==> src/rtl/spi_flash_reader.sv <==
// SPI flash read engine for the game loader: 4-byte little-endian words, sequential requests continue the open burst.
// Build option FLASH_FAST_READ_EN selects FAST READ (0x0B) with 8 dummy SCK cycles instead of READ (0x03).
module spi_flash_reader #(
  parameter int CLK_DIV  = 2,
  parameter int CS_HIGH  = 4,
  parameter int WAKE_CYC = 0
) (
  input  logic        clk,
  input  logic        reset,
  input  logic        enable,
  input  logic [23:0] flash_address,
  output logic [31:0] flash_dout,
  output logic        flashmem_ready,
  output logic        spi_csn,
  output logic        spi_sck,
  output logic        spi_mosi,
  input  logic        spi_miso
);

  localparam logic [3:0] IDLE   = 4'd0;
  localparam logic [3:0] SAMPLE = 4'd1;
  localparam logic [3:0] CSHI   = 4'd2;
  localparam logic [3:0] CMD    = 4'd3;
  localparam logic [3:0] ADDR   = 4'd4;
  localparam logic [3:0] DATA   = 4'd6;
  localparam logic [3:0] RDY    = 4'd7;
  localparam logic [3:0] GAP    = 4'd8;
`ifdef FLASH_FAST_READ_EN
  localparam logic [3:0] DUMMY  = 4'd5;
  localparam logic [7:0] READ_CMD = 8'h0B;
`else
  localparam logic [7:0] READ_CMD = 8'h03;
`endif

  localparam int DW = $clog2(2 * CLK_DIV + 1);
  localparam int CW = $clog2(CS_HIGH + 2);
  localparam int WW = $clog2(WAKE_CYC + 2);
  localparam logic [DW-1:0] DIV_RISE = DW'(CLK_DIV - 1);
  localparam logic [DW-1:0] DIV_LAST = DW'(2 * CLK_DIV - 1);

  logic [3:0]    state_reg;
  logic          csn_reg, sck_reg, mosi_reg, ready_reg;
  logic [31:0]   dout_reg;
  logic          burst_open_reg, cont_reg;
  logic [23:0]   next_addr_reg, addr_reg;
  logic [30:0]   tx_reg;
  logic [31:0]   rx_reg;
  logic [DW-1:0] div_cnt_reg;
  logic [4:0]    bit_cnt_reg;
  logic [CW-1:0] cs_cnt_reg;
  logic [WW-1:0] wake_cnt_reg;
  logic          wake_done_reg;

  logic          shifting, last_bit, bit_end;
  logic [23:0]   req_addr;

  assign req_addr = flash_address & 24'hFFFFFE;

  always_comb begin
    shifting = 1'b0;
    last_bit = 1'b0;
    case (state_reg)
      CMD:  begin shifting = 1'b1; last_bit = (bit_cnt_reg == 5'd7);  end
      ADDR: begin shifting = 1'b1; last_bit = (bit_cnt_reg == 5'd23); end
`ifdef FLASH_FAST_READ_EN
      DUMMY: begin shifting = 1'b1; last_bit = (bit_cnt_reg == 5'd7); end
`endif
      DATA: begin shifting = 1'b1; last_bit = (bit_cnt_reg == (cont_reg ? 5'd15 : 5'd31)); end
      default: ;
    endcase
  end

  assign bit_end = shifting && (div_cnt_reg == DIV_LAST);

  always_ff @(posedge clk) begin
    if (reset) begin
      state_reg      <= IDLE;
      csn_reg        <= 1'b1;
      sck_reg        <= 1'b0;
      mosi_reg       <= 1'b0;
      ready_reg      <= 1'b0;
      dout_reg       <= '0;
      burst_open_reg <= 1'b0;
      cont_reg       <= 1'b0;
      next_addr_reg  <= '0;
      addr_reg       <= '0;
      tx_reg         <= '0;
      rx_reg         <= '0;
      div_cnt_reg    <= '0;
      bit_cnt_reg    <= '0;
      cs_cnt_reg     <= '0;
      wake_cnt_reg   <= '0;
      wake_done_reg  <= (WAKE_CYC == 0);
    end else begin
      ready_reg <= 1'b0;
      if (!wake_done_reg) begin
        wake_cnt_reg <= wake_cnt_reg + WW'(1);
        if (32'(wake_cnt_reg) + 32'd1 >= WAKE_CYC) wake_done_reg <= 1'b1;
      end

      if (!enable) begin
        // Loader stopped: drop the burst, any partial word is discarded.
        state_reg      <= IDLE;
        csn_reg        <= 1'b1;
        sck_reg        <= 1'b0;
        mosi_reg       <= 1'b0;
        burst_open_reg <= 1'b0;
        div_cnt_reg    <= '0;
        bit_cnt_reg    <= '0;
      end else begin
        if (shifting) begin
          if (bit_end) begin
            div_cnt_reg <= '0;
            sck_reg     <= 1'b0;
            bit_cnt_reg <= last_bit ? 5'd0 : bit_cnt_reg + 5'd1;
            // Zeros shift in behind the address, so mosi idles low in dummy/data phases.
            mosi_reg    <= tx_reg[30];
            tx_reg      <= {tx_reg[29:0], 1'b0};
          end else begin
            div_cnt_reg <= div_cnt_reg + DW'(1);
          end
          if (div_cnt_reg == DIV_RISE) begin
            sck_reg <= 1'b1;
            if (state_reg == DATA) rx_reg <= {rx_reg[30:0], spi_miso};
          end
        end

        case (state_reg)
          IDLE: begin
            csn_reg <= 1'b1;
            if (wake_done_reg) state_reg <= SAMPLE;
          end
          SAMPLE: begin
            addr_reg <= req_addr;
            if (burst_open_reg && req_addr == next_addr_reg) begin
              cont_reg  <= 1'b1;
              state_reg <= DATA;
            end else begin
              cont_reg       <= 1'b0;
              burst_open_reg <= 1'b0;
              csn_reg        <= 1'b1;
              cs_cnt_reg     <= '0;
              state_reg      <= CSHI;
            end
          end
          CSHI: begin
            cs_cnt_reg <= cs_cnt_reg + CW'(1);
            if (32'(cs_cnt_reg) + 32'd1 >= CS_HIGH) begin
              csn_reg     <= 1'b0;
              mosi_reg    <= READ_CMD[7];
              tx_reg      <= {READ_CMD[6:0], addr_reg};
              div_cnt_reg <= '0;
              bit_cnt_reg <= '0;
              state_reg   <= CMD;
            end
          end
          CMD:  if (bit_end && last_bit) state_reg <= ADDR;
`ifdef FLASH_FAST_READ_EN
          ADDR:  if (bit_end && last_bit) state_reg <= DUMMY;
          DUMMY: if (bit_end && last_bit) state_reg <= DATA;
`else
          ADDR: if (bit_end && last_bit) state_reg <= DATA;
`endif
          DATA: begin
            if (bit_end && last_bit) begin
              state_reg      <= RDY;
              ready_reg      <= 1'b1;
              burst_open_reg <= 1'b1;
              next_addr_reg  <= addr_reg + 24'd2;
              // Continuation only fetches the two bytes following the previous word.
              dout_reg <= cont_reg ? {rx_reg[7:0], rx_reg[15:8], dout_reg[31:16]}
                                   : {rx_reg[7:0], rx_reg[15:8], rx_reg[23:16], rx_reg[31:24]};
            end
          end
          RDY:     state_reg <= GAP;
          GAP:     state_reg <= SAMPLE;
          default: state_reg <= IDLE;
        endcase
      end
    end
  end

  assign flash_dout     = dout_reg;
  assign flashmem_ready = ready_reg;
  assign spi_csn        = csn_reg;
  assign spi_sck        = sck_reg;
  assign spi_mosi       = mosi_reg;

endmodule

==> config.mk <==
export PLATFORM = sky130hd
export DESIGN_NAME = spi_flash_reader
export DESIGN_NICKNAME = d
export VERILOG_FILES = /design/src/rtl/spi_flash_reader.sv
export SDC_FILE = /design/constraint.sdc
export NUM_CORES = 1
export LEC_CHECK = 0
export CORE_ASPECT_RATIO = 0.6
export CORE_MARGIN = 8
export CORE_UTILIZATION = 35
export CTS_CLUSTER_DIAMETER = 30
export CTS_CLUSTER_SIZE = 24
export DETAILED_ROUTE_END_ITERATION = 10
export GPL_ROUTABILITY_DRIVEN = 1
export HOLD_SLACK_MARGIN = 0.03
export PLACE_DENSITY_LB_ADDON = 0.05
export SYNTH_ARGS = -nofsm -noshare
export SYNTH_HDL_FRONTEND = slang
export SYNTH_SLANG_ARGS = --single-unit
==> constraint.sdc <==
create_clock -name clk -period 2.53 [get_ports clk]
set_input_delay 0.506 -clock clk [delete_from_list [all_inputs] [get_ports clk]]
set_output_delay 0.506 -clock clk [all_outputs]
set_load 0.02 [all_outputs]
==> results of run 1 <==
[placed cells by master, fill, tap and decap left out, types with 3 or more instances in the layout]
cell	count
nand2b_1	3
inv_1	5
nand2_1	142
and2_1	6
buf_4	20
or3_1	3
nand3_1	10
nor2_1	94
clkinvlp_4	3
xor2_1	37
and3_1	4
a211oi_1	22
o32ai_1	3
clkdlybuf4s50_1	61
dfxtp_1	162
nor4_1	5
nor2_2	10
xnor2_1	13
nand4_1	6
and4_1	6
o21ai_0	3
ha_1	5
clkbuf_16	17
nor3_1	8
inv_6	3
inv_8	3
buf_12	7
mux2i_1	34
a32oi_1	5
clkinv_4	3
a21oi_1	62
a211oi_2	41
o22ai_1	23
[synth_stat cells (all sizes together), types with 4 or more instances]
| cell type | number | area, µm² |
|---|---|---|
| nand4 | 6 | 37.54 |
| xnor2 | 13 | 113.9 |
| clkbuf | 32 | 120.1 |
| a32oi | 5 | 43.79 |
| nand2 | 144 | 550.5 |
| inv | 5 | 18.77 |
| o21ai | 5 | 25.02 |
| nor3 | 9 | 50.05 |
| and4 | 6 | 52.55 |
| and3 | 4 | 25.02 |
| and2 | 6 | 37.54 |
| nand3 | 11 | 60.06 |
| buf | 26 | 188.9 |
| a211oi | 64 | 698.2 |
| xor2 | 37 | 324.1 |
| o22ai | 23 | 143.9 |
| ha | 5 | 62.56 |
| nor2 | 105 | 419.2 |
| dfxtp | 162 | 3243 |
| nor4 | 5 | 31.28 |
| mux2i | 34 | 340.3 |
| a21oi | 62 | 310.3 |
[metrics by stage]
stage                     total power [mW]  util (%)  std cells
after global routing                 5.681     43.43       1133
final                                5.469     43.43       1133
after detailed placement             2.857     40.39       1101
after global placement               2.855     40.39       1101
after floorplan                      2.749         -        798
after CTS                            5.533     43.43       1133
[final timing paths]
check                     from       endpoint  slack, ns  depth (start not counted)
setup / recovery  state_reg[2]      tx_reg[6]       0.24                          7
hold / removal           reset  cs_cnt_reg[2]       0.41                          2
setup reg to reg  state_reg[2]      tx_reg[6]       0.24                          7
hold reg to reg     rx_reg[31]     rx_reg[31]       0.46                          2
[worst max-delay path, delay by kind of cell, from the launching register on]
family | cells | cell delay (ns)
AOI/OAI and AO/OA | 3 | 0.84
buffers and inverters | 1 | 0.21
DFF | 1 | 0.52
and+or+nand+nor | 3 | 0.63
[area by class of cell]
| cell class | instances | area [µm²] |
|---|---|---|
| inverters | 5 | 18.77 |
| clock buffers | 18 | 439.2 |
| multi-input cells | 573 | 3582 |
| flip-flops and latches | 162 | 3243 |
| fillers | 1982 | 11320 |
| clock inverters | 14 | 168.9 |
| well taps | 273 | 341.6 |
| repair buffers | 88 | 900.9 |
[power groups by stage]
| stage | Combinational [mW] | Clock (mW) | Sequential (mW) |
|---|---|---|---|
| 6_report | 0.216 | 2.67 | 2.58 |
| 5_1_grt | 0.235 | 2.86 | 2.58 |
| 4_1_cts | 0.218 | 2.73 | 2.58 |
| 3_5_place_dp | 0.217 | 0 | 2.64 |
| 3_3_place_gp | 0.215 | 0 | 2.64 |
| 2_1_floorplan | 0.116 | 0 | 2.63 |
[cell families after synthesis]
| logic type | after synthesis | synth area share [%] |
|---|---|---|
| and+or+nand+nor | 312 | 19.49 |
| AOI/OAI and AO/OA | 171 | 18.61 |
| buffers and inverters | 63 | 4.588 |
| DFF | 162 | 45.39 |
| xor gates and xnor gates | 50 | 6.129 |
| adders and majority gates | 5 | 0.8755 |
| muxes | 35 | 4.920 |
[layer usage]
metal	vias to the layer above	share of wire (%)
li1	2861	-
met1	2767	55
met2	91	40
met3	17	4.2
met4	0	1.2
met5	-	0
==> metrics.md, run 1 <==
| Metric | Value |
|---|---|
| Status | finished clean |
| Internal power | 4.163 mW |
| Syn_nets | 831 |
| Post-synthesis sequential area ratio | 45.39% |
| Post-CTS Setup Bufs | 0 |
| Starting Density | 35.69% |
| Placed Area | 8087 µm² |
| Global-route met3 utilization | 3.762% |
| Pins Over Slew Limit | 0 |
| Rows | 40 |
| Clk buf depth | 2 |
| Wirelength per Cell | 16.34 µm |
| Total standard cell area after synthesis | 7146 µm² |
| Clock Latency Late Sink | 0.43 ns |
| Synth cell types | 53 |
| Post-route ant nets | 0 |
| Synthesis-to-layout area growth | 21.68% |
| Synthesized flop and latch total | 162 |
| CTS tree | built |
| Final wirelength | between 15000 and 20000 µm |
| Worst setup EP type | flop |
| Combinational Power Share | 4.0% |
| Die area | 25390 µm² |
| RSZ-0062 raised after global routing | false |
| Port bufs | 62 |
| Final setup viols | 0 |
| Relative slew margins | 65.42% |
| CTS Buf Count | 17 |
| HPWL after DPL | 12370 µm |
| Hold-fix buffers, CTS | 0 |
| Sw Ratio | 23.87% |
| Placer congestion estimate | 0.8171 |
| Busiest grt layer | met1 |
| Post-CTS sizing | 0 |
| Yosys warnings | 0 |
| Overall routing resource usage | 14.68% |
| First-pass GRT wire length | 30230 µm |
| Io pins | 64 |
| Fmax | 0.4372 GHz |
| Most used DFF post-synth | dfxtp_1 |
| Worst Tran Pin Value | 0.5187 ns |
| Worst hold slack | 0.4075 ns |
| Max incr delay on CP | 0.52 ns |
| Setup WS pre-CTS | -0.1223 ns |
| DRT iter0 DRCs | between 400 and 500 |
| Clk pwr share | 48.8% |
| Max-Cap Viols | 0 |
| Total congestion overflow | 0 |
| Hold Fails Final Rpt | 0 |
| M2 GR Usage | between 15 and 20% |
| Setup_tns | 0 ns |
| Setup Skew | 0.01146 ns |
| Worst path cell trace | nand2b_1, a211oi_4, nand2_4, a21boi_4, buf_12, nor2_1, a211oi_1 |
| DR vias | 5736 |
| Minimum clock period | 2.287 ns |
| Worst setup SP type | flop |
| 1st-pass router iterations | 5 |
| Clk slew on worst S/H paths | 0.06 ns |
| Horiz. Die Dim | 200.5 µm |
| Largest net degree at the start of global routing | 75 |
| P_sw | between 1 and 1.5 mW |
| Leakage power | 2.825 nW |
| ANT cells | 0 |
| Final period utilization | 90.41% |
| Flop pwr share | 47.2% |
| Worst setup margin | approximately 0.24 ns |
| CTS root buf | clkbuf_16 |
| Critical Path Fanout Max | 27 |
| Fin area | 8695 µm² |
| Number of global-route vias before repair | ~5400 |
| Initial antenna violation count | 0 |
| Crit path required time | roughly 2.9 ns |
| Met1 Usage GRT | between 20% and 30% |
| WS Path Type | flop to flop |
| Final nets | just under 900 |
| Clk sink count | 162 |
| Pwr/cell area | 629.0 nW/µm² |
| Hold crit path type | primary input to flop |
| CP max stage cell | dfxtp_1 |
| Async S/R FF share, synth | 0% |
| H-tree Lvls | 4 |
| Remaining DRCs | 0 |
| CORE AREA | 20020 µm² |
| Die height | 126.7 µm |
| Post-synth EDFFs | 0 |
| Drt via density | around 5 |
| Maximum VDD drop | 0.0004563 V |
| CP arrival | 2.63 ns |
| Layout cells sized above 1 | 13.95% |
| Syn Area/Cell | a little under 9 µm² |
| Cell count after synthesis | 798 |
Note: power is estimated with default switching activity, not from simulation.
==> inputs of run 2 (changes only) <==
--- a/config.mk
+++ b/config.mk
@@ -7,7 +7,7 @@
 export LEC_CHECK = 0
 export CORE_ASPECT_RATIO = 0.6
 export CORE_MARGIN = 8
-export CORE_UTILIZATION = 35
+export CORE_UTILIZATION = 40
 export CTS_CLUSTER_DIAMETER = 30
 export CTS_CLUSTER_SIZE = 24
 export DETAILED_ROUTE_END_ITERATION = 10
==> run 2 against run 1 <==
Compared with the run above:
- global-route usage is 0.98 points higher
- worst hold slack gained 0.018 ns
- register-to-register slack gained 0.04 ns
- worst setup slack improved by 0.042 ns
- clock skew shrank 0.0021 ns
- cell count shrank 3.0%
- sequential share of layout area rose by 0.25 points
- die area down 11%
- sequential power about the same
- maximum frequency rose by 1.9%
- via count grew 0.42%
- wire length fell by 4.1%
- critical path type unchanged
- largest power group unchanged
==> metrics.md, run 2 (synthesized netlist as in run 1, its figures left out) <==
| Metric | Value |
|---|---|
| Final nets | between 800 and 900 |
| Hold crit path type | primary input to flop |
| 1st-pass router iterations | 5 |
| Initial antenna violation count | 0 |
| Die area | 22540 µm² |
| Worst setup EP type | flop |
| DR vias | 5760 |
| Pins Over Slew Limit | 0 |
| Most frequent cells in the layout | dfxtp_1, nand2_1, nor2_1 |
| Post-CTS Setup Bufs | 0 |
| Post-route ant nets | 0 |
| HPWL after DPL | 12070 µm |
| RSZ-0062 raised after global routing | false |
| H-tree Lvls | 4 |
| Drt via density | 5.241 |
| R2R setup slack | around 0.28 ns |
| Minimum clock period | around 2.2 ns |
| CP arrival | 2.58 ns |
| Status | finished clean |
| Starting Density | 40.18% |
| Clock Latency Late Sink | 0.43 ns |
| CORE AREA | 17780 µm² |
| Total congestion overflow | 0 |
| DRT iter0 DRCs | 398 |
| Clk sink count | 162 |
| Final period utilization | ~89% |
| Relative slew margins | 67.18% |
| Io pins | 64 |
| Setup Skew | 0.009364 ns |
| Maximum VDD drop | 0.0004431 V |
| Commonest non-fill, non-tap cell in the layout | dfxtp_1 |
| Clk slew on worst S/H paths | 0.07 ns |
| Max-Cap Viols | 0 |
| Port bufs | 62 |
| ANT cells | 0 |
| Remaining DRCs | 0 |
| Number of global-route vias before repair | 5366 |
| WS Path Type | flop to flop |
| Synthesis-to-layout area growth | 20.85% |
| Worst path cell trace | nand2b_1, a211oi_4, nand2_4, a21boi_4, buf_12, nor2_1, a211oi_1 |
| Leakage power | 2.819 nW |
| CTS root buf | clkbuf_16 |
| Fillers | roughly 1700 |
| Worst hold slack | 0.4259 ns |
| Placer congestion estimate | 0.8223 |
| Horiz. Die Dim | 188.6 µm |
| Final Power | 5.427 mW |
| Worst Tran Pin Value | 0.4916 ns |
| CTS Buf Count | 17 |
| First-pass GRT wire length | 28690 µm |
| Rows | 38 |
| Final wirelength | 17760 µm |
| Max incr delay on CP | 0.54 ns |
| Fmax | 0.4453 GHz |
| Worst path top cell family by delay | compound AO/OA/AOI/OAI gates |
| Final setup viols | 0 |
| Die height | approximately 120 µm |
| Pwr/cell area | 628.4 nW/µm² |
| Hold Fails Final Rpt | 0 |
| Critical Path Fanout Max | 26 |
| Post-CTS sizing | 0 |
| Largest net degree at the start of global routing | 89 |
| Crit path required time | 2.86 ns |
| CTS tree | built |
| Overall routing resource usage | 15.66% |
| WP buf/inv | 1 |
| Worst setup SP type | flop |
| Clk buf depth | 2 |
| Hold-fix buffers, CTS | 0 |
| CP max stage cell | dfxtp_1 |
| Wirelength per Cell | 16.16 µm |
| Layout cells sized above 1 | 13.62% |
-- run 2: metal layers --
metal,track usage [%],wire (µm),vias up
li1,-,-,2875
met3,4.867,1167,13
met4,3.940,157,0
met5,0,0,-
met1,23.51,9414,2731
met2,21.06,7017,141
-- run 2: layout make-up --
type | instances | area, µm² | share of cell area, %
multi-input cells | 573 | 3582 | 41.48
repair buffers | 87 | 893.4 | 10.34
flip-flops and latches | 162 | 3243 | 37.55
clock buffers | 22 | 474.2 | 5.491
well taps | 240 | 300.3 | 3.477
inverters | 5 | 18.77 | 0.2173
clock inverters | 10 | 123.9 | 1.434
-- run 2: path summary, 6_finish.rpt --
path	start	end	cells past startpoint
worst min-delay path	reset	next_addr_reg[2]	2
worst min register to register	rx_reg[31]	rx_reg[31]	2
worst max-delay path	state_reg[2]	tx_reg[4]	7
worst max register to register	state_reg[2]	tx_reg[4]	7
-- run 2: metrics by stage --
| stage | area (µm²) | setup TNS, ns | util (%) | std cells | worst slack (ns) |
|---|---|---|---|---|---|
| after floorplan | 7146 | 0 | - | 798 | 0.6255 |
| after global placement | 8038 | -0.02273 | 45.20 | 1067 | -0.02273 |
| after detailed placement | 8038 | -0.09114 | 45.20 | 1067 | -0.09114 |
| after CTS | 8636 | 0 | 48.56 | 1099 | 0.3214 |
| after global routing | 8636 | 0 | 48.56 | 1099 | 0.1285 |
| final | 8636 | 0 | 48.56 | 1099 | 0.2842 |
-- run 2: where the power goes --
group | total (mW) | leakage (nW) | switching [mW] | internal (mW)
combinational | 0.215 | 1.23 | 0.129 | 0.0863
sequential | 2.58 | 1.31 | 0.0213 | 2.56
clock | 2.63 | 0.288 | 1.08 | 1.54
-- run 2: worst register-to-register path: stages (launching register included) --
cell and delay (ns):
dfxtp_1 0.54, nand2b_1 0.30, a211oi_4 0.41, nand2_4 0.20, a21boi_4 0.20, buf_12 0.21, nor2_1 0.06, a211oi_1 0.24
==> inputs of run 3 (changes only) <==
--- a/config.mk
+++ b/config.mk
@@ -5,8 +5,9 @@
 export SDC_FILE = /design/constraint.sdc
 export NUM_CORES = 1
 export LEC_CHECK = 0
+export CAP_MARGIN = 20
 export CORE_ASPECT_RATIO = 0.6
-export CORE_MARGIN = 8
+export CORE_MARGIN = 2
 export CORE_UTILIZATION = 40
 export CTS_CLUSTER_DIAMETER = 30
 export CTS_CLUSTER_SIZE = 24
==> run 3 against run 2 <==
Compared with the run above:
- sequential power is essentially flat
- clock-buffer cell count is 5 lower
- non-clock buffer count fell by 1
- maximum frequency decreased by 1.3%
- worst setup slack worse by 0.030 ns
- worst hold slack better by 0.045 ns
- register-to-register slack worse by 0.03 ns
- critical path depth down 1
- largest cell class unchanged
- largest power group unchanged
- highest routed layer unchanged
==> metrics.md, run 3 (synthesized netlist as in run 1, its figures left out) <==
| Metric | Value |
|---|---|
| Crit path required time | 2.83 ns |
| Final Non-Filler Cells | 1092 |
| CP max stage cell | dfxtp_1 |
| WP buf/inv | 0 |
| Max incr delay on CP | 0.59 ns |
| Rows | 37 |
| Post-CTS Setup Bufs | 0 |
| Total congestion overflow | 0 |
| Placed cells | 1060 |
| HPWL after DPL | 11960 µm |
| Met1 Usage GRT | 29.90% |
| Number of global-route vias before repair | 5560 |
| CP arrival | ~2.6 ns |
| Global-route met3 utilization | 4.273% |
| Critical path startpoint | state_reg[1] |
| Levels on crit path | 6 |
| Horiz. Die Dim | around 180 µm |
| Post-CTS sizing | 0 |
| Initial antenna violation count | 0 |
| Clk buf depth | 2 |
| Clk sink count | around 160 |
| Final wirelength | 17830 µm |
| R2R cell count | 6 |
| Pwr/cell area | 627.5 nW/µm² |
| First-pass GRT wire length | 29390 µm |
| Status | finished clean |
| 1st-pass router iterations | 5 |
| Overall routing resource usage | 19.70% |
| Critical Path Fanout Max | 13 |
| Worst path top cell family by delay | compound AO/OA/AOI/OAI gates |
| Hold path start | rx_reg[22] |
| CTS root buf | clkbuf_16 |
| Clock Latency Late Sink | between 0.4 and 0.5 ns |
| DR vias | 5763 |
| Worst Tran Pin Value | 0.5099 ns |
| Die height | about 110 µm |
| Most frequent cells in the layout | dfxtp_1, nand2_1, nor2_1 |
| RSZ-0062 raised after global routing | false |
| Setup Skew | 0.008101 ns |
| Hold Fails Final Rpt | 0 |
| Post-route ant nets | 0 |
| Largest net degree at the start of global routing | 78 |
| H-tree Lvls | 4 |
| Drt via density | 5.277 |
| Placer congestion estimate | 0.8201 |
| CTS Buf Count | 17 |
| Fillers | 1619 |
| Final period utilization | between 80% and 90% |
| Placed Area | approximately 8000 µm² |
| Fmax | 0.4394 GHz |
| Hold crit path type | flop to flop |
| Final Power | 5.406 mW |
| Io pins | between 60 and 70 |
| Final nets | 878 |
| CTS tree | built |
| Remaining DRCs | 0 |
| Setup_tns | 0 ns |
| Fin area | 8616 µm² |
| CORE AREA | approximately 17000 µm² |
| Busiest grt layer | met1 |
| Worst setup SP type | flop |
| ANT cells | 0 |
| Port bufs | 62 |
| Starting Density | 41.27% |
| M2 GR Usage | 27.46% |
| Reg2Reg Launch Point | state_reg[1] |
| Hold depth | 2 |
| Layout cells sized above 1 | 13.75% |
| Pins Over Slew Limit | 0 |
| Maximum VDD drop | 0.0003982 V |
| Wirelength per Cell | 16.32 µm |
| Commonest non-fill, non-tap cell in the layout | dfxtp_1 |
| Leakage power | roughly 2.8 nW |
| Minimum clock period | roughly 2.3 ns |
| Hold-fix buffers, CTS | 0 |
| Max-Cap Viols | 0 |
| Relative slew margins | 66.00% |
| Worst path cell trace | nand3b_4, a211oi_4, and2_1, o21ai_1, a32oi_1, nor2_1 |
| Synthesis-to-layout area growth | 20.57% |
| Post-layout util | about half |
| DRT iter0 DRCs | 371 |
| Clk slew on worst S/H paths | 0.07 ns |
| Worst setup EP type | flop |
| Die area | 18980 µm² |
| WS Path Type | flop to flop |
| Final setup viols | 0 |
[run 3: changes by cell type in the layout (fill, tap and decap cells not counted), sizes merged]
cell,change
buf,-1
clkinv,+1
clkbuf,-5
inv,+4
[run 3: layout make-up]
| class | count | area [µm²] | share of cell area, % |
|---|---|---|---|
| inverter | 5 | 18.77 | 0.2178 |
| tap | 234 | 292.8 | 3.398 |
| clock inverter | 15 | 167.7 | 1.946 |
| clock buffer | 17 | 425.4 | 4.938 |
| multi-input combinational | 573 | 3582 | 41.58 |
| timing repair buffer | 86 | 885.9 | 10.28 |
| sequential | 162 | 3243 | 37.64 |
[run 3: power by group]
group          internal [mW]  total, mW  switching [mW]
Combinational         0.0817      0.210           0.129
Clock                   1.48       2.61            1.13
Sequential              2.56       2.58          0.0203
[run 3: path summary, 6_finish.rpt]
kind                              endpoint  slack (ns)
worst min register to register  rx_reg[23]        0.47
worst max register to register  tx_reg[28]        0.25
worst max-delay path            tx_reg[28]        0.25
worst min-delay path            rx_reg[23]        0.47
[run 3: stage by stage]
step	hold slack, ns	setup slack, ns
finish	0.4713	0.2542
global placement	0.4455	-0.01273
CTS	0.4774	0.2697
floorplan	0.4315	0.6255
global route	0.4974	0.08263
detailed placement	0.4659	-0.004458
[run 3: worst register-to-register path: stages (launching register included)]
cell	delay [ns]
dfxtp_1	0.59
nand3b_4	0.18
a211oi_4	0.38
and2_1	0.48
o21ai_1	0.25
a32oi_1	0.23
nor2_1	0.05
[run 3: routing by layer]
layer / wire length, µm / vias up / share of wire (%)
met4: 144 / 0 / 0.81
met5: 0 / - / 0
met2: 7096 / 124 / 40
met1: 9571 / 2772 / 54
li1: - / 2854 / -
met3: 1012 / 13 / 5.7
==> RTL edit 1, RTL diff (config.mk and constraints of run 2) <==
Change the parameter `CS_HIGH` from 4 to 8.
--- a/src/rtl/spi_flash_reader.sv
+++ b/src/rtl/spi_flash_reader.sv
@@ -4,3 +4,3 @@
   parameter int CLK_DIV  = 2,
-  parameter int CS_HIGH  = 4,
+  parameter int CS_HIGH  = 8,
   parameter int WAKE_CYC = 0
Function: changed (Yosys sat finds a counterexample within 10 cycles, from zero or initial values and one cycle with reset high).
==> RTL edit 1 against run 2 <==
- critical path depth unchanged
- non-clock buffer count increased by 5
- final area is 0.61% higher
- fmax fell by 5.2%
- wire length rose by 1.5%
- global-route usage rose by 0.58 points
- synthesized area is 0.23% lower
- largest cell class unchanged
- largest power group is now registers
- first-iteration DRC count up 36%
- sequential cell count is 1 higher
- via count grew 1.9%
- power shrank 1.4%
- worst setup slack got worse by 0.12 ns
==> RTL edit 1: results (changes against run 2) <==
stage;metric;value;unit;change
synth;post-synthesis compound-gate area fraction;0.170;;was 0.186
detailed_routing;WL final;18000;µm;was 17800 µm
timing;Tightest Pin Transition;0.709;ns;was 0.492 ns
synth;Mapped Cells;819;;was 798
global_routing;vias in the first global route;5500;;was 5366
final_layout;FILL cells;1647;;was 1664
final_layout;Signal buffers;92;;was 87
critical_path;Worst EP arrival;2.69;ns;was 2.58 ns
final_layout;Register Area;0.00326;mm²;was 0.00324 mm²
power_and_ir_drop;leakage;2.76;nW;was 2.82 nW
synth;post-synthesis xor/xnor area fraction;0.0614;;was 0.0613
detailed_routing;Initial DRC Count;542;;was 398
synth;commonest cells in the synthesized netlist;dfxtp_1, nand2_1, nor2_1, a21oi_1, a211oi_1;;was dfxtp_1, nand2_1, nor2_1, a21oi_1, a211oi_2
place;placed insts;1091;;was 1067
global_routing;largest net degree at the start of global routing;136;;was 89
power_and_ir_drop;maximum VDD drop;378;µV;was 443 µV
synth;Area contributors post-synth;dfxtp_1, nand2_1, a211oi_1;;was dfxtp_1, nand2_1, a211oi_2
final_layout;Clock buf/inv share;0.0664;;was 0.0693
final_layout;Inverters;27;;was 5
final_layout;fraction of area in multi-input gates;0.407;;was 0.415
place;Final Wtd Congestion;0.886;;was 0.822
synth;mux contribution to synthesized area;0.0477;;was 0.0492
place;post-detail-place hpwl;12200;µm;was 12100 µm
cts;CTS sink count;163;;was 162
detailed_routing;Routed wire per std cell;16.0;µm;was 16.2 µm
run_status;status;finished, final reports clean;;unchanged
global_routing;Total GRT Usage;0.162;;was 0.157
timing;Final Skew;0.00999;ns;was 0.00936 ns
final_layout;Multi-In Gates;575;;was 573
synth;Adder-Cell Fraction of Synth Area;0.0105;;was 0.00876
critical_path;Max stage delay on crit path;0.65;ns;was 0.54 ns
synth;Yosys cell types;64;;was 53
final_layout;# clk buffers;20;;was 22
detailed_routing;Vias;5868;;was 5760
synth;sequential area share after synthesis;0.458;;was 0.454
critical_path;CP max FO;4;;was 26
RTL edit 1: cells by family after synthesis:
group	after synthesis
AO/OA/AOI/OAI	177
XOR/XNOR	50
adder cells (fa/ha/maj)	6
buffers and inverters	81
flip-flops	163
multiplexers	34
AND/OR/NAND/NOR	308
RTL edit 1: metrics by stage:
| step | instance area, µm² | worst slack (ns) | util |
|---|---|---|---|
| after detailed placement | 8110 | -0.225 | 0.468 |
| final | 8690 | 0.161 | 0.502 |
| after global routing | 8690 | 0.000293 | 0.502 |
| after CTS | 8690 | 0.205 | 0.502 |
| after floorplan | 7130 | 0.603 | - |
| after global placement | 8110 | -0.206 | 0.468 |
RTL edit 1: final timing paths:
check	startpoint	to	slack [ns]	depth (start not counted)
hold reg to reg	tx_reg[17]	tx_reg[17]	0.46	2
hold / removal	reset	cs_cnt_reg[1]	0.41	2
setup reg to reg	state_reg[2]	state_reg[2]	0.25	5
setup / recovery	flash_address[22]	cs_cnt_reg[0]	0.16	7
RTL edit 1: worst reg2reg max path: cells and delay by family, from the launching register on:
| kind | cells | cell delay [ns] |
|---|---|---|
| compound gates | 2 | 0.76 |
| flops | 1 | 0.61 |
| simple gates | 3 | 0.80 |
RTL edit 1: metal layers:
metal | share of wire | vias up | global-route usage | routed length [µm]
met5 | 0 | - | 0 | 0
met4 | 0.010 | 0 | 0.0443 | 184
met3 | 0.048 | 18 | 0.0411 | 866
met2 | 0.40 | 118 | 0.223 | 7140
met1 | 0.55 | 2765 | 0.244 | 9820
li1 | - | 2967 | - | -
RTL edit 1: power by group:
part | total (mW) | leakage (nW) | internal, mW | switching [mW]
Clock | 2.52 | 0.279 | 1.43 | 1.09
Sequential | 2.61 | 1.31 | 2.58 | 0.0263
Combinational | 0.223 | 1.17 | 0.0977 | 0.126
Total | 5.35 | 2.76 | 4.11 | 1.25
==> RTL edit 2, RTL diff (flow settings as in run 2) <==
Made on the original files. Make the reset (`reset`) asynchronous in one clocked block.
--- a/src/rtl/spi_flash_reader.sv
+++ b/src/rtl/spi_flash_reader.sv
@@ -74,3 +74,3 @@
 
-  always_ff @(posedge clk) begin
+  always_ff @(posedge clk or posedge reset) begin
     if (reset) begin
Function: differs if reset is asserted again (counterexample within 10 cycles, from zero or initial values and one cycle with reset high); with reset held inactive, the same outputs for 10 cycles.
==> RTL edit 2 against run 2 <==
- worst setup slack got worse by 0.12 ns
- worst hold slack got worse by 0.013 ns
- global-route usage decreased by 0.74 points
- final area increased by 4.9%
- sequential cell count unchanged
- sequential share of layout area increased by 7.2 points
- non-clock buffer count unchanged
- wire length decreased by 7.1%
- synthesized area increased by 4.2%
- highest routed layer unchanged
- utilization increased by 1.3 points
Power is not compared: it rests on default switching activity, and its combinational part moved more than twofold at a synthesized area within 25%.
==> RTL edit 2: results (changes against run 2) <==
stage;metric;value;unit;change
cts;H-tree Lvls;4;;unchanged
detailed_routing;Pre-antenna DRT Iters;4;;was 5
synth;Yosys cell types;53;;unchanged
synth;commonest cells in the synthesized netlist;dfrtp_1, mux2_2, nor2_1, nand2_1, mux2i_1;;was dfxtp_1, nand2_1, nor2_1, a21oi_1, a211oi_2
power_and_ir_drop;maximum VDD drop;473;µV;
place;DP Area;0.00847;mm²;was 0.00804 mm²
synth;asr flop ratio synth;1.00;;was 0
synth;sequential area share after synthesis;0.544;;was 0.454
hold_path;min-delay worst type;in -> async;;was in -> reg
place;post-detail-place hpwl;11500;µm;was 12100 µm
detailed_routing;Initial DRC Count;363;;was 398
cts;worst skew pair latency;0.42;ns;
critical_path;reg2reg path depth;8;;was 7
power_and_ir_drop;leakage;3.93;nW;
place;Port Buffer Count;62;;unchanged
detailed_routing;WL final;16500;µm;was 17800 µm
final_layout;share of cells above drive strength 1;0.224;;was 0.136
critical_path;Reg2Reg Setup Slack;0.17;ns;was 0.28 ns
final_layout;ANT cells;0;;unchanged
critical_path;kind of critical path;reg -> reg;;unchanged
final_layout;final layout net count;730;;was 879
critical_path;CP max FO;35;;was 26
critical_path;Reg2Reg Launch Point;state_reg[2];;unchanged
global_routing;largest net degree at the start of global routing;82;;was 89
cts;root buffer cell;clkbuf_16;;unchanged
synth;top cell type's share of synthesized area;0.541;;was 0.454
critical_path;critical path endpoint;next_addr_reg[4];;was tx_reg[4]
timing;Final Skew;0.00820;ns;was 0.00936 ns
synth;Area contributors post-synth;dfrtp_1, mux2_2, mux2i_1;;was dfxtp_1, nand2_1, a211oi_2
detailed_routing;Routed Antenna Nets;0;;unchanged
global_routing;first-pass GRT wire length;27500;µm;was 28700 µm
global_routing;vias in the first global route;4984;;was 5366
synth;Synthesis Warnings;0;;unchanged
critical_path;WP data required;2.88;ns;was 2.86 ns
critical_path;Worst R2R End;next_addr_reg[4];;was tx_reg[4]
final_layout;utilization after layout;0.499;;was 0.486
cts;Max clock buf depth;2;;unchanged
run_status;status;finished, final reports clean;;unchanged
global_routing;initial antenna violation count;0;;unchanged
detailed_routing;Via-to-Cell Ratio;5.09;;was 5.24
critical_path;highest-delay cell along the critical path;dfrtp_2;;was dfxtp_1
cts;CTS clk-pin slew, worst paths;0.06;ns;
final_layout;FILL cells;1642;;was 1664
timing;Max-slew headroom;0.694;;was 0.672
synth;Synthesized Nets;657;;was 831
critical_path;Max stage delay on crit path;0.47;ns;was 0.54 ns
cts;total CTS buffers;17;;unchanged
place;Final Wtd Congestion;0.836;;was 0.822
global_routing;Total GRT Usage;0.149;;was 0.157
-- RTL edit 2: cell types whose count changed in the layout (fill, tap and decap cells not counted), moves of 36 or more --
cell,change
mux2_2,+73
nand2_1,-99
a211oi_2,-41
dfxtp_1,-162
a21oi_1,-40
dfrtp_1,+160
nor2_1,-36
-- RTL edit 2: worst min-delay path by stage --
| stage | end | from | depth (start not counted) | slack, ns |
|---|---|---|---|---|
| 2_1_floorplan | tx_reg[10] | tx_reg[10] | 2 | 0.45 |
| 3_3_place_gp | tx_reg[16] | tx_reg[16] | 2 | 0.46 |
| 3_5_place_dp | tx_reg[8] | tx_reg[8] | 2 | 0.47 |
| 4_1_cts | flash_dout[28] | reset | 2 | 0.40 |
| 5_1_grt | flash_dout[13] | reset | 2 | 0.43 |
| 6_report | flash_dout[11] | reset | 2 | 0.41 |
-- RTL edit 2: per-stage QoR --
step           total power, mW  std cells  setup slack (ns)
5_1_grt                   7.20        949            0.0102
2_1_floorplan             3.94        624           -0.0320
3_5_place_dp              4.33        918            0.0922
4_1_cts                   6.95        949             0.123
3_3_place_gp              4.31        918             0.140
6_report                  6.85        949             0.167
-- RTL edit 2: critical path, delay by kind of cell (launching register included) --
kind	cells	cell delay, ns
flops	1	0.47
simple gates	4	0.83
compound gates	2	0.50
buf+inv	2	0.46
-- RTL edit 2: repair_timing --
item	CTS	global route
resized for setup	0	1
setup endpoints to repair	0	7
hold buffers	0	0
setup buffers	0	0
hold endpoints to repair	0	0
-- RTL edit 2: logic make-up after synthesis --
family	share of synthesized area
AO/OA/AOI/OAI	0.0867
XOR/XNOR	0.0588
adder cells (fa/ha/maj)	0.00840
buffers and inverters	0.0279
flip-flops	0.544
multiplexers	0.167
AND/OR/NAND/NOR	0.107
-- RTL edit 2: report_power, final --
part	switching, mW	total [mW]	internal (mW)
sequential	0.360	3.19	2.83
clock	1.05	2.56	1.51
combinational	0.546	1.11	0.561
-- RTL edit 2: final cells by class --
type	instances	area share
sequential	162	0.448
multi-input combinational	422	0.353
timing repair buffer	87	0.0976
clock buffer	20	0.0504
tap	240	0.0332
clock inverter	11	0.0141
inverter	7	0.00332
-- RTL edit 2: metal layers --
layer,track usage,wire [µm]
met5,0,0
met4,0.0399,119
met3,0.0502,867
met2,0.199,6640
met1,0.224,8870
